**config.mk**
```make
export PLATFORM = sky130hd
export DESIGN_NAME = experiment_sequencer
export DESIGN_NICKNAME = d
export VERILOG_FILES = /design/src/rtl/experiment_sequencer_pkg.sv /design/src/rtl/experiment_sequencer_cycle_timer.sv /design/src/rtl/experiment_sequencer.sv
export SDC_FILE = /design/constraint.sdc
export NUM_CORES = 1
export LEC_CHECK = 0
export ABC_AREA = 1
export CAP_MARGIN = 20
export CELL_PAD_IN_SITES_DETAIL_PLACEMENT = 1
export CELL_PAD_IN_SITES_GLOBAL_PLACEMENT = 1
export CORE_MARGIN = 2
export CORE_UTILIZATION = 40
export DETAILED_ROUTE_END_ITERATION = 12
export GPL_TIMING_DRIVEN = 0
export PLACE_DENSITY_LB_ADDON = 0.1
export SYNTH_ARGS = -nofsm -noshare
export SYNTH_HDL_FRONTEND = slang
export SYNTH_HIERARCHICAL = 1
export SYNTH_SLANG_ARGS = --single-unit
```
**constraint.sdc**
```tcl
create_clock -name clock -period 9.6 [get_ports clock]
set_clock_uncertainty 0.05 [all_clocks]
set_input_delay 1.92 -clock clock [delete_from_list [all_inputs] [get_ports clock]]
set_output_delay 1.92 -clock clock [all_outputs]
set_load 0.1 [all_outputs]
```
**src/rtl/experiment_sequencer_pkg.sv**
```systemverilog
// Shared types for the multi-shot experiment sequencer: FSM states, the
// timing set handed to fsm_experiment, and the per-sequence configuration.
package experiment_sequencer_pkg;

    localparam int SEQ_CNT_W = 32;

    typedef enum logic [2:0] {
        IDLE,
        LATCH,
        START,
        WAIT,
        COOLDOWN,
        FINISH,
        ABORTED
    } seq_state_t;

    // Shot timing set consumed by fsm_experiment.
    typedef struct packed {
        logic [15:0] t_settle;
        logic [15:0] t_expose;
        logic [15:0] t_readout;
    } parameters_t;

    // Sequence configuration frozen at arm time.
    typedef struct packed {
        logic [15:0]          shot_count;
        logic [SEQ_CNT_W-1:0] cooldown;
        logic [SEQ_CNT_W-1:0] watchdog;
    } seq_cfg_t;

    // 16-bit increment that sticks at all-ones.
    function automatic logic [15:0] sat_inc16(input logic [15:0] v);
        return (v == 16'hFFFF) ? v : v + 16'd1;
    endfunction

endpackage

```
**src/rtl/experiment_sequencer_cycle_timer.sv**
```systemverilog
// Loadable down-counter. After a load of N on some edge, expired_o is high
// in the N-th cycle counted from that edge (N=0 behaves like N=1), so a
// state that leaves on expired_o lasts exactly max(N,1) cycles.
module cycle_timer #(
    parameter int CNT_W = 32
) (
    input  logic             clock,
    input  logic             reset,
    input  logic             load_i,
    input  logic [CNT_W-1:0] load_val_i,
    input  logic             en_i,
    output logic             expired_o
);

    logic [CNT_W-1:0] cnt_q;
    logic [CNT_W-1:0] cnt_d;

    // Load wins over counting; the count parks at zero.
    always_comb begin
        cnt_d = cnt_q;
        if (load_i) begin
            cnt_d = load_val_i;
        end else if (en_i && (cnt_q != '0)) begin
            cnt_d = cnt_q - CNT_W'(1);
        end
    end

    // Counter register.
    always_ff @(posedge clock or posedge reset) begin
        if (reset) begin
            cnt_q <= '0;
        end else begin
            cnt_q <= cnt_d;
        end
    end

    assign expired_o = (cnt_q <= CNT_W'(1));

endmodule

```
**src/rtl/experiment_sequencer.sv**
```systemverilog
// Multi-shot scheduler above fsm_experiment: runs cfg_shot_count shots with
// a cooldown between them, supervises each shot with a watchdog, retries
// failed shots and reports progress/fault/abort status.
//
// Interface to fsm_experiment: exp_start is a START_LEN-cycle strobe that
// begins a shot; the responder answers with a single-cycle exp_done or
// exp_fault pulse, which is only honoured in WAIT (fault wins a tie).
// exp_reset holds fsm_experiment in reset while idle/aborted and pulses for
// one cycle on entry to COOLDOWN.
module experiment_sequencer
    import experiment_sequencer_pkg::*;
#(
    parameter int START_LEN   = 4,
    parameter int MAX_RETRIES = 2,
    parameter int CNT_W       = SEQ_CNT_W
) (
    input  logic             clock,
    input  logic             reset,
    input  logic             arm,
    input  logic             abort,
    input  logic             clear,
    input  logic [15:0]      cfg_shot_count,
    input  logic [CNT_W-1:0] cfg_cooldown,
    input  logic [CNT_W-1:0] cfg_watchdog,
    input  parameters_t      cfg_par,
    output parameters_t      exp_par,
    output logic             exp_start,
    output logic             exp_reset,
    input  logic             exp_done,
    input  logic             exp_fault,
    output logic             busy,
    output logic             seq_done,
    output logic             aborted,
    output logic             cfg_error,
    output logic [15:0]      shots_done,
    output logic [15:0]      fault_count,
    output seq_state_t       state
);

    localparam logic [7:0] MAX_R = 8'(MAX_RETRIES);

    seq_state_t  state_q, state_d;
    logic        arm_q;
    seq_cfg_t    cfg_q, cfg_d;
    parameters_t par_q, par_d;
    logic [15:0] shots_q, shots_d;
    logic [15:0] faults_q, faults_d;
    logic [7:0]  retry_q, retry_d;
    logic        exp_start_q, exp_start_d;
    logic        exp_reset_q, exp_reset_d;
    logic        busy_q, busy_d;
    logic        seq_done_q, seq_done_d;
    logic        aborted_q, aborted_d;
    logic        cfg_error_q, cfg_error_d;

    logic             arm_rise;
    logic             shot_fault;
    logic             wd_load, wd_en, wd_expired;
    logic             ph_load, ph_en, ph_expired;
    logic [CNT_W-1:0] ph_val;

    assign arm_rise   = arm & ~arm_q;
    assign shot_fault = exp_fault | (wd_expired & (cfg_q.watchdog != '0));

    // Watchdog is armed on the edge that enters START and runs through WAIT.
    assign wd_load = (state_d == START) && (state_q != START);
    assign wd_en   = (state_q == START) || (state_q == WAIT);

    // Phase timer times both the start strobe and the cooldown.
    assign ph_load = (state_d != state_q) && ((state_d == START) || (state_d == COOLDOWN));
    assign ph_val  = (state_d == START) ? CNT_W'(START_LEN) : CNT_W'(cfg_q.cooldown);
    assign ph_en   = (state_q == START) || (state_q == COOLDOWN);

    cycle_timer #(.CNT_W(CNT_W)) u_watchdog (
        .clock      (clock),
        .reset      (reset),
        .load_i     (wd_load),
        .load_val_i (CNT_W'(cfg_q.watchdog)),
        .en_i       (wd_en),
        .expired_o  (wd_expired)
    );

    cycle_timer #(.CNT_W(CNT_W)) u_phase (
        .clock      (clock),
        .reset      (reset),
        .load_i     (ph_load),
        .load_val_i (ph_val),
        .en_i       (ph_en),
        .expired_o  (ph_expired)
    );

    // Next-state, counters and registered outputs derived from the next state.
    always_comb begin
        state_d     = state_q;
        cfg_d       = cfg_q;
        par_d       = par_q;
        shots_d     = shots_q;
        faults_d    = faults_q;
        retry_d     = retry_q;
        cfg_error_d = 1'b0;

        case (state_q)
            IDLE: begin
                if (arm_rise) begin
                    if (cfg_shot_count == 16'd0) begin
                        cfg_error_d = 1'b1;
                    end else begin
                        state_d          = LATCH;
                        cfg_d.shot_count = cfg_shot_count;
                        cfg_d.cooldown   = SEQ_CNT_W'(cfg_cooldown);
                        cfg_d.watchdog   = SEQ_CNT_W'(cfg_watchdog);
                        par_d            = cfg_par;
                        shots_d          = 16'd0;
                        faults_d         = 16'd0;
                        retry_d          = 8'd0;
                    end
                end
            end
            LATCH: state_d = START;
            START: begin
                if (ph_expired) state_d = WAIT;
            end
            WAIT: begin
                if (shot_fault) begin
                    faults_d = sat_inc16(faults_q);
                    if (retry_q < MAX_R) begin
                        retry_d = retry_q + 8'd1;
                        state_d = COOLDOWN;
                    end else begin
                        state_d = ABORTED;
                    end
                end else if (exp_done) begin
                    shots_d = shots_q + 16'd1;
                    retry_d = 8'd0;
                    state_d = ((shots_q + 16'd1) == cfg_q.shot_count) ? FINISH : COOLDOWN;
                end
            end
            COOLDOWN: begin
                if (ph_expired) state_d = START;
            end
            FINISH:  state_d = IDLE;
            ABORTED: begin
                if (clear) state_d = IDLE;
            end
            default: state_d = IDLE;
        endcase

        // abort overrides anything else that happened this cycle
        if (abort && (state_q != IDLE) && (state_q != ABORTED)) begin
            state_d  = ABORTED;
            shots_d  = shots_q;
            faults_d = faults_q;
            retry_d  = retry_q;
        end

        exp_start_d = (state_d == START);
        exp_reset_d = (state_d == IDLE) || (state_d == ABORTED) ||
                      ((state_d == COOLDOWN) && (state_q != COOLDOWN));
        busy_d      = (state_d != IDLE);
        seq_done_d  = (state_d == FINISH);
        aborted_d   = (state_d == ABORTED);
    end

    // State and output registers.
    always_ff @(posedge clock or posedge reset) begin
        if (reset) begin
            state_q     <= IDLE;
            arm_q       <= 1'b0;
            cfg_q       <= '0;
            par_q       <= '0;
            shots_q     <= 16'd0;
            faults_q    <= 16'd0;
            retry_q     <= 8'd0;
            exp_start_q <= 1'b0;
            exp_reset_q <= 1'b1;
            busy_q      <= 1'b0;
            seq_done_q  <= 1'b0;
            aborted_q   <= 1'b0;
            cfg_error_q <= 1'b0;
        end else begin
            state_q     <= state_d;
            arm_q       <= arm;
            cfg_q       <= cfg_d;
            par_q       <= par_d;
            shots_q     <= shots_d;
            faults_q    <= faults_d;
            retry_q     <= retry_d;
            exp_start_q <= exp_start_d;
            exp_reset_q <= exp_reset_d;
            busy_q      <= busy_d;
            seq_done_q  <= seq_done_d;
            aborted_q   <= aborted_d;
            cfg_error_q <= cfg_error_d;
        end
    end

    assign state       = state_q;
    assign exp_par     = par_q;
    assign exp_start   = exp_start_q;
    assign exp_reset   = exp_reset_q;
    assign busy        = busy_q;
    assign seq_done    = seq_done_q;
    assign aborted     = aborted_q;
    assign cfg_error   = cfg_error_q;
    assign shots_done  = shots_q;
    assign fault_count = faults_q;

endmodule

```
==> flow_metrics.tcl <==
set metrics [dict create \
    outcome "complete, no violations" \
    synth_edf_count 0 \
    syn_inst 1903 \
    startpoint_type "primary input" \
    timing.final.ws_setup_ns 4.65 \
    grt_overflow_total 0 \
    worstPathRequired_ns 10.04 \
    power_mw 7.14 \
    synth-seq-area-share 0.452 \
    critical_path_class "primary input to flip-flop" \
    die_y_um 187 \
    post_cts.repair.setup_buffers 0 \
    cts_buffer_depth 3 \
    place_congestion 0.880 \
    synthTopCellsByArea "dfrtp_1, nand2_1, nor2_1, nand3_1, inv_1" \
    worst_pin_slew_ns 1.05 \
    worstSetupStartpoint "cfg_shot_count[14]" \
    root_buffer "clkbuf_16" \
    regArea_sq_um 6060 \
    wl_per_cell_um 17.3 \
    cp_num_buf_inv 6 \
    finalNonFillerCells 2632 \
    cap_viol_max_count 0 \
    clock_latency_ns 0.56 \
    drc 0 \
    numPortBuffers 223 \
    ir_drop_mv 0.288 \
    drive_gt1_frac 0.0825 \
    pwr-share-seq 0.259 \
    final_nets 2301 \
    busiest_layer "met2" \
    antenna_found_initial 4 \
    grt_util_met3 0.0462 \
    num_rows 67 \
    dp_slack_ns 4.08 \
    async_flop_share 1.00 \
    synth_warnings 6 \
    syn_nets 2045 \
    max-slew-margin-rel 0.300 \
    max_freq_mhz 202 \
    yosysTopAreaCell "dfrtp_1" \
    crit_path_top_delay_cell "clkdlybuf4s50_1" \
    n_fill_cell 4280 \
    maxSlewViolCount 0 \
    tns_ns 0 \
    start_util 0.402 \
    avgViaCountPerCell 5.01 \
    arrival_ns 5.40 \
    min_from "exp_par[10]" \
    coreArea_sq_um 33300 \
    first_iter_violations 596 \
    power_switching_mw 3.86 \
    grt_pass1_vias 13904 \
    cts-resized-gates 0 \
    vias 13175 \
    cts_made_buffers 29 \
    synth_area_sq_um 13400 \
    setup_viol 0 \
    hold_class "flip-flop to flip-flop" \
    post-route-period-util 0.516 \
    dieArea_sq_um 35000 \
    clkSinkCount 242 \
    track_usage 0.262 \
    tritoncts "done" \
    crit_chain "clkdlybuf4s50_1 -> nor2_1 -> nand2_1 -> nor2_1 -> nand3_1 -> a22oi_1 -> nand2_2 -> nand2_4 -> nand3_4 -> buf_8 -> nor2_2 -> clkbuf_1 -> inv_1 -> clkbuf_1 -> clkbuf_1 -> nand3_1 -> nand3_1 -> nand2_1" \
    swShare 0.540 \
    worst-path-max-fanout 10 \
    synth.distinct_cells 42 \
    powerDensity_nw_per_um2 414 \
    grt.met2_usage 0.440 \
    intPower_mw 3.28 \
    ant_nets 0 \
    clk_pin_slew_ns 0.06 \
    clkPwrFrac 0.159 \
    synth_area_per_cell_sq_um 7.04 \
    rr_startpoint "shots_done[0]" \
    hpwl_um 34300 \
    netlist.area_leader.share 0.450 \
    leakage_nw 8.66 \
    met1_usage 0.350 \
    critical_path.max_stage_delay_ns 0.42 \
    cts_hold_buf 0 \
    final_area_sq_um 17200 \
    cp-end-kind "flip-flop" \
    yosysMostFrequentCell "nand2_1" \
    synth-seq-cells 242 \
    fp.dieW_um 187 \
    htree_levels 1 \
    min_period_ns 4.95 \
    drt_pass1_iterations 5 \
    routed_wl_um 45500 \
    syn_to_final_growth_pct 28.7 \
    place_area_sq_um 16200 \
    hold_viol 0 \
    multi_input_area_sq_um 6260 \
    grt_pass1_wl_um 74100 \
    cp_top_family "buffers and inverters" \
    num_io_pins 224 \
    grt_max_degree 101 \
    dp_cells 2576 \
    p_comb_frac 0.583 \
    grt_setup_unrepaired "false" \
    synth-main-ff-cell "dfrtp_1" \
    synth_common_cells "nand2_1, dfrtp_1, nor2_1" \
]
==> routing by layer <==
metal	vias to the layer above	share of wire
li1	6432	-
met1	6452	0.46
met2	217	0.47
met3	70	0.044
met4	4	0.023
met5	-	0.00059
==> final cells by class <==
| cell class | count | area share |
|---|---|---|
| Antenna cell | 2 | 0.000290 |
| Buffer | 58 | 0.0199 |
| Clock buffer | 39 | 0.0489 |
| Clock inverter | 15 | 0.00806 |
| Inverter | 189 | 0.0425 |
| Multi-Input combinational cell | 1414 | 0.364 |
| Sequential cell | 242 | 0.351 |
| Tap cell | 448 | 0.0325 |
| Timing Repair Buffer | 225 | 0.133 |
==> registers in the layout (all words and copies together), names as in the netlist <==
register          cells
cfg_q                80
exp_par              48
u_phase/cnt_q        32
u_watchdog/cnt_q     32
fault_count          16
shots_done           16
retry_q               8
state                 3
aborted               1
arm_q                 1
busy                  1
cfg_error             1
exp_reset             1
exp_start             1
seq_done              1
==> worst paths after layout <==
kind                                        end  depth (start not counted)  slack (ns)
min reg2reg                         exp_par[10]                          2        0.42
max in group asynchronous           exp_par[31]                          3        6.73
max                        u_watchdog/cnt_q[26]                         18        4.65
min in group asynchronous             cfg_q[37]                          2        1.82
min                                 exp_par[10]                          2        0.42
max reg2reg                u_watchdog/cnt_q[26]                         24        5.27
==> cells in the final DEF, fill, tap and decap left out, types with 27 or more instances in the layout <==
| cell type | Yosys | final |
|---|---|---|
| nand3_1 | 128 | 128 |
| dfrtp_1 | 241 | 241 |
| nand2_1 | 826 | 826 |
| o21ai_0 | 76 | 76 |
| clkbuf_16 | 0 | 29 |
| nand2_2 | 27 | 27 |
| inv_1 | 166 | 164 |
| clkbuf_1 | 29 | 31 |
| clkdlybuf4s50_1 | 0 | 223 |
| nor2_1 | 173 | 173 |
==> worst min-delay path, stage by stage (launching register included) <==
cell and delay [ns]:
dfrtp_1 0.34, nand2_1 0.05, nand2_1 0.05
==> per-stage QoR <==
| stage | hold slack (ns) | util |
|---|---|---|
| 2_1_floorplan | 0.387 | - |
| 5_1_grt | 0.445 | 0.518 |
| 3_5_place_dp | 0.408 | 0.488 |
| 6_report | 0.422 | 0.518 |
| 3_3_place_gp | 0.399 | 0.486 |
| 4_1_cts | 0.424 | 0.518 |
==> power groups by stage <==
stage	clock network, mW	logic (mW)	registers (mW)
4_1_cts	1.16	4.18	1.84
5_1_grt	1.20	4.55	1.90
3_3_place_gp	0	4.04	1.83
2_1_floorplan	0	1.97	2.84
6_report	1.13	4.16	1.85
3_5_place_dp	0	4.16	1.85
==> cells by family (layout without fill, tap and decap cells) <==
logic type / count (synthesis) / in the layout / synth area share
xor+xnor: 24 / 24 / 0.0157
fa+ha+maj: 7 / 7 / 0.00654
flops: 242 / 242 / 0.452
buf+inv: 247 / 526 / 0.0798
compound gates: 142 / 142 / 0.0577
simple gates: 1241 / 1241 / 0.388
other cells: 0 / 2 / 0
No activity file was read; power rests on OpenSTA's default activity.
